===== config.mk =====
export PLATFORM = sky130hd
export DESIGN_NAME = rd_pntrs_and_empty_flat
export DESIGN_NICKNAME = d
export VERILOG_FILES = /design/src/rtl/fifo_pkg.sv /design/src/rtl/rd_pntrs_and_empty_if.sv /design/src/rtl/gray_sync.sv /design/src/rtl/rd_pntrs_and_empty.sv /design/src/flat_wrapper.sv
export SDC_FILE = /design/constraint.sdc
export NUM_CORES = 1
export LEC_CHECK = 0
export CORE_AREA = 2 2 46 48
export CTS_BUF_LIST = sky130_fd_sc_hd__clkbuf_4
export DETAILED_ROUTE_END_ITERATION = 6
export DIE_AREA = 0 0 48 50
export PLACE_DENSITY = 0.84
export SLEW_MARGIN = 5
export SYNTH_ARGS = -nofsm -noshare
export SYNTH_HDL_FRONTEND = slang
export SYNTH_HIERARCHICAL = 1
export SYNTH_SLANG_ARGS = --single-unit

===== constraint.sdc =====
create_clock -name rd_clk_i -period 5.2 [get_ports rd_clk_i]
set_input_delay 0.52 -clock rd_clk_i [delete_from_list [all_inputs] [get_ports rd_clk_i]]
set_output_delay 0.52 -clock rd_clk_i [all_outputs]
set_load 0.01 [all_outputs]

===== src/rtl/fifo_pkg.sv =====
// Shared dual-clock FIFO helpers: Gray conversion and synchroniser depth.
// Define RD_SYNC_3FF_EN for a 3-stage write-pointer synchroniser.
package fifo_pkg;

  localparam int MAX_W = 32;

`ifdef RD_SYNC_3FF_EN
  localparam int SYNC_STAGES = 3;
`else
  localparam int SYNC_STAGES = 2;
`endif

  // Width-generic through zero extension; callers cast to their width.
  function automatic logic [MAX_W-1:0] bin2gray(
    input logic [MAX_W-1:0] b
  );
    return b ^ (b >> 1);
  endfunction

  function automatic logic [MAX_W-1:0] gray2bin(
    input logic [MAX_W-1:0] g
  );
    logic [MAX_W-1:0] b;
    b[MAX_W-1] = g[MAX_W-1];
    for (int i = MAX_W - 2; i >= 0; i--) begin
      b[i] = b[i+1] ^ g[i];
    end
    return b;
  endfunction

endpackage


===== src/rtl/rd_pntrs_and_empty_if.sv =====
// Read-side pointer bundle between the FIFO top and rd_pntrs_and_empty.
// master drives requests and the write pointer; slave returns flags.
interface rd_pntrs_and_empty_if #(
  parameter int AWIDTH = 4
);

  logic              rd_req_i;
  logic [AWIDTH:0]   wr_pntr_gray_i;
  logic [AWIDTH-1:0] rd_pntr_o;
  logic [AWIDTH:0]   rd_pntr_gray_wr_o;
  logic              rd_empty_o;
  logic [AWIDTH-1:0] rd_usedw_o;

  modport master (
    output rd_req_i,
    output wr_pntr_gray_i,
    input  rd_pntr_o,
    input  rd_pntr_gray_wr_o,
    input  rd_empty_o,
    input  rd_usedw_o
  );

  modport slave (
    input  rd_req_i,
    input  wr_pntr_gray_i,
    output rd_pntr_o,
    output rd_pntr_gray_wr_o,
    output rd_empty_o,
    output rd_usedw_o
  );

endinterface


===== src/rtl/gray_sync.sv =====
// N-stage flop chain for crossing a Gray pointer into another clock.
// Shared by both FIFO sides; resets to zero asynchronously.
module gray_sync #(
  parameter int W = 5,
  parameter int N = 2
) (
  input  logic         clk_i,
  input  logic         aclr_i,
  input  logic [W-1:0] d_i,
  output logic [W-1:0] q_o
);

  logic [W-1:0] q [N];

  always_ff @(posedge clk_i or posedge aclr_i) begin
    if (aclr_i) begin
      for (int i = 0; i < N; i++) begin
        q[i] <= '0;
      end
    end else begin
      q[0] <= d_i;
      for (int i = 1; i < N; i++) begin
        q[i] <= q[i-1];
      end
    end
  end

  assign q_o = q[N-1];

endmodule


===== src/rtl/rd_pntrs_and_empty.sv =====
// Read-domain pointer, empty flag and used-word count of the dual-clock FIFO.
// RD_SYNC_3FF_EN selects a 3-stage write-pointer synchroniser.
module rd_pntrs_and_empty
  import fifo_pkg::*;
#(
  parameter int AWIDTH = 4
) (
  input  logic                  rd_clk_i,
  input  logic                  aclr_i,
  rd_pntrs_and_empty_if.slave   bus
);

  localparam int PW = AWIDTH + 1;

  logic [AWIDTH:0]   rd_pntr_bin;
  logic [AWIDTH:0]   rd_pntr_bin_next;
  logic [AWIDTH:0]   rd_gray_next;
  logic [AWIDTH:0]   rd_gray_q;
  logic [AWIDTH:0]   wr_gray_sync;
  logic [AWIDTH:0]   wr_bin_sync;
  logic [AWIDTH-1:0] usedw_next;
  logic [AWIDTH-1:0] usedw_q;
  logic              empty_q;
  logic              rd_ok;

  gray_sync #(
    .W (PW),
    .N (SYNC_STAGES)
  ) u_wr_sync (
    .clk_i  (rd_clk_i),
    .aclr_i (aclr_i),
    .d_i    (bus.wr_pntr_gray_i),
    .q_o    (wr_gray_sync)
  );

  assign rd_ok = bus.rd_req_i & ~empty_q;

  assign rd_pntr_bin_next =
    rd_pntr_bin + PW'(rd_ok);

  assign rd_gray_next =
    PW'(bin2gray(MAX_W'(rd_pntr_bin_next)));

  assign wr_bin_sync =
    PW'(gray2bin(MAX_W'(wr_gray_sync)));

  // A full FIFO wraps to 0 here; empty_q disambiguates.
  assign usedw_next =
    AWIDTH'(wr_bin_sync - rd_pntr_bin_next);

  always_ff @(posedge rd_clk_i or posedge aclr_i) begin
    if (aclr_i) begin
      rd_pntr_bin <= '0;
      rd_gray_q   <= '0;
      empty_q     <= 1'b1;
      usedw_q     <= '0;
    end else begin
      rd_pntr_bin <= rd_pntr_bin_next;
      rd_gray_q   <= rd_gray_next;
      empty_q     <= (rd_gray_next == wr_gray_sync);
      usedw_q     <= usedw_next;
    end
  end

  assign bus.rd_pntr_o         = rd_pntr_bin[AWIDTH-1:0];
  assign bus.rd_pntr_gray_wr_o = rd_gray_q;
  assign bus.rd_empty_o        = empty_q;
  assign bus.rd_usedw_o        = usedw_q;

endmodule


===== src/flat_wrapper.sv =====
// flat-port wrapper written by rule: the top's interface ports become plain ports
module rd_pntrs_and_empty_flat import fifo_pkg::*;
#(
  parameter int AWIDTH = 4
)
  (rd_clk_i, aclr_i, bus_rd_req_i, bus_wr_pntr_gray_i, bus_rd_pntr_o, bus_rd_pntr_gray_wr_o, bus_rd_empty_o, bus_rd_usedw_o);
  rd_pntrs_and_empty_if #(.AWIDTH(AWIDTH)) bus_i ();
  input  logic rd_clk_i;
  input  logic aclr_i;
  input wire logic [$bits(bus_i.rd_req_i)-1:0] bus_rd_req_i;
  input wire logic [$bits(bus_i.wr_pntr_gray_i)-1:0] bus_wr_pntr_gray_i;
  output wire logic [$bits(bus_i.rd_pntr_o)-1:0] bus_rd_pntr_o;
  output wire logic [$bits(bus_i.rd_pntr_gray_wr_o)-1:0] bus_rd_pntr_gray_wr_o;
  output wire logic [$bits(bus_i.rd_empty_o)-1:0] bus_rd_empty_o;
  output wire logic [$bits(bus_i.rd_usedw_o)-1:0] bus_rd_usedw_o;
  assign bus_i.rd_req_i = bus_rd_req_i;
  assign bus_i.wr_pntr_gray_i = bus_wr_pntr_gray_i;
  assign bus_rd_pntr_o = bus_i.rd_pntr_o;
  assign bus_rd_pntr_gray_wr_o = bus_i.rd_pntr_gray_wr_o;
  assign bus_rd_empty_o = bus_i.rd_empty_o;
  assign bus_rd_usedw_o = bus_i.rd_usedw_o;
  rd_pntrs_and_empty #(.AWIDTH(AWIDTH)) u_core (.rd_clk_i(rd_clk_i), .aclr_i(aclr_i), .bus(bus_i));
endmodule

==> metrics.md <==
| Metric | Value |
|---|---|
| Outcome | `finished clean` |
| Cell Chain, Critical Path | `xor2_1 > xor2_1 > xor2_1 > xnor2_1 > ha_1 > inv_1 > fa_1 > xor2_1` |
| Switching share of power | `36.2%` |
| Min Tclk post-route | `2420 ps` |
| Core Rows | `16` |
| Number of global-route vias before repair | `585` |
| Final setup violation count | `0` |
| Worst Hold Path EP | `u_core/u_wr_sync/q_o[4]` |
| Share of cells above drive strength 1 | `7.37%` |
| Mapped Area | `1010 um^2` |
| Power Internal | `502 uW` |
| Worst-margin pin slew | `553 ps` |
| First-pass GRT wire length | `2.51 mm` |
| Root Buffer | `clkbuf_4` |
| Switching pwr | `285 uW` |
| H-Tree Depth | `1` |
| Initial antenna violation count | `0` |
| Slowest-stage cell, CP | `fa_1` |
| Share of the synthesized area in the top cell type | `56.8%` |
| CTS tree | `built` |
| WHS | `360 ps` |
| Startpoint types | `flip-flop` |
| Top area cells in the synthesized netlist | `dfrtp_1 57%, xor2_1 10%, xnor2_1 6.9%` |
| Setup CP Type | `reg2reg` |
| Avg Cell Area, Syn | `13.5 um^2` |
| Synth Warn # | `6` |
| Synth area leader | `dfrtp_1` |
| Routed wirelength normalized by instance count | `12.1 um` |
| Die Height | `50 um` |
| TritonRoute pass-1 iters | `2` |
| Clock Skews | `6.53 ps` |
| Slew HR | `63.1%` |
| Setup Fix Bufs, Post-CTS | `0` |
| Die area | `2400 um^2` |
| Clock power share | `10.8%` |
| Critical Path RT | `5400 ps` |
| Peak VDD IR | `0.310 mV` |
| Synthesis-to-layout area growth | `23.3%` |
| Total Routing Usage GR | `15.5%` |
| Slowest stage delay, CP | `430 ps` |
| P_leak | `0.557 nW` |
| Post_cts resized | `0` |
| Crit. End Element | `flip-flop` |
| Num CTS Buffers | `3` |
| Cell family with most CP delay | `XOR/XNOR gates` |
| Tcrit/Tclk final | `46.5%` |
| Clock slew at reported path FFs | `120 ps` |
| CP Max Fanout | `3` |
| Iteration-0 DRC Markers | `5` |
| Final wirelength | `1.47 mm` |
| Hold/Removal Path Class | `reg2reg` |
| Final TNS setup | `0 ps` |
| R2R Setup Slk | `2780 ps` |
| Post-synthesis sequential area ratio | `59.4%` |
| Combinational power share | `52.9%` |
| Commonest cells after routing, fill and taps aside | `23 x dfrtp_1, 21 x clkdlybuf4s50_1, 12 x xor2_1` |
| Slew Viols, Final | `0` |
| Critical Path AT | `2620 ps` |
| Worst r2r path cells | `8` |
| Detail Route Antenna Nets | `0` |
| Gr ovfl total | `0` |
| Top Ports | `22` |
| Drt drc | `0` |
| Hold Vio Cnt, Final | `0` |
| Placed cells | `118` |
| Initial Util | `53.3%` |
| CP dominant cell by count | `xor2_1` |
| Largest net degree at the start of global routing | `15` |
| Number of fill cells | `143` |
| Worst r2r dst | `u_core/bus.rd_usedw_o[2]` |
| N_diodes | `0` |
| WP buf/inv | `1` |
| Clock Tree Buf Depth | `2` |
| Die Wd | `48 um` |
| Sequential Power Share | `36.3%` |
| Final net count | `110` |
| R2R Path Start | `u_core/u_wr_sync/q_o[4]` |
| Via density | `4.69` |
| Port Buffer Count | `21` |
| Most common cell after layout, fill and taps aside | `dfrtp_1` |
| Max Fclk | `414 MHz` |
| Synth Register Bits | `24` |
| GPL Wtd Cong | `0.879` |
| Mapped Cells | `75` |
| Worst hold start | `u_core/u_wr_sync/q[9]` |
| Clock Latency Late Sink | `300 ps` |
| Worst hold stages | `0` |
| Total power | `787 uW` |
| Core area | `1900 um^2` |
| CTS Hold Bufs | `0` |
| DR vias | `572` |
| RSZ-0062 raised after global routing | `false` |
| DP Wirelength | `1.18 mm` |
| PD cells | `630 nW/um^2` |
| Post-layout util | `65.7%` |
| Non-filler cells, final | `122` |
| Syn nets | `89` |
| CTS sink count | `24` |
| MaxCap Viol Count | `0` |
| Library cells used by synthesis | `16` |
-- synthesized netlist by cell type --
cell type  number
xnor2_1         8
xor2_1         12
inv_1           7
dfrtp_1        23
fa_1            1
a221oi_2        1
ha_1            5
or3_1           2
nand3_1         4
a21oi_1         1
buf_4           5
a21o_1          1
dfstp_2         1
nor2b_1         1
xor2_2          1
nand2_1         2
-- how the worst max path moves through the flow --
stage	cells past startpoint	end	from
finish	8	u_core/bus.rd_usedw_o[2]	u_core/u_wr_sync/q_o[4]
global route	8	u_core/bus.rd_usedw_o[2]	u_core/u_wr_sync/q_o[3]
CTS	8	u_core/bus.rd_usedw_o[2]	u_core/u_wr_sync/q_o[3]
detailed placement	8	u_core/bus.rd_empty_o	bus_rd_req_i
global placement	8	u_core/bus.rd_empty_o	bus_rd_req_i
floorplan	9	u_core/bus.rd_usedw_o[2]	u_core/u_wr_sync/q_o[4]
-- stage by stage --
step,cell area (um^2),worst slack (ps)
2_1_floorplan,1010,2920
3_3_place_gp,1220,2540
3_5_place_dp,1220,2500
4_1_cts,1250,2740
5_1_grt,1250,2580
6_report,1250,2780
-- layer usage --
metal	GRT usage (%)	wire, um	up-vias
met5	0	0	-
met4	8.56	38	0
met3	3.30	56	4
met2	25.3	787	19
met1	17.8	587	278
li1	-	-	271
-- cell families (layout without fill, tap and decap cells) --
kind of cell | Yosys count | count (layout) | synth area share [%]
adder cells (fa/ha/maj) | 6 | 6 | 8.15
AND/OR/NAND/NOR | 9 | 9 | 4.57
XOR/XNOR | 21 | 21 | 18.9
AO/OA/AOI/OAI | 3 | 3 | 2.72
buffers and inverters | 12 | 32 | 6.30
flip-flops | 24 | 24 | 59.4
-- worst register-to-register path, cell delays in order, from the launching register on --
cell	delay (ps)
dfrtp_1	420
xor2_1	300
xor2_1	260
xor2_1	340
xnor2_1	170
ha_1	180
inv_1	70
fa_1	430
xor2_1	150
-- state kept, by name (all words and copies together) (netlist names) --
name,count
u_core/bus.rd_empty_o,1
u_core/bus.rd_pntr_gray_wr_o,5
u_core/bus.rd_usedw_o,4
u_core/u_wr_sync/q,5
u_core/rd_pntr_bin,4
u_core/u_wr_sync/q_o,5
-- area by class of cell --
cell class	instances	area [um^2]	area share (%)
timing repair buffer	21	210	16.8
sequential	24	602	48.1
tap	27	33.8	2.70
multi-input combinational	39	348	27.8
clock buffer	4	30.0	2.40
inverter	7	26.3	2.10
-- power groups by stage --
stage / Combinational, mW / Sequential (mW) / Clock, mW
6_report: 0.416 / 0.286 / 0.0854
5_1_grt: 0.465 / 0.295 / 0.0976
4_1_cts: 0.423 / 0.287 / 0.0892
3_5_place_dp: 0.422 / 0.291 / 0
3_3_place_gp: 0.404 / 0.289 / 0
2_1_floorplan: 0.233 / 0.316 / 0
(Power assumes the default switching activity.)
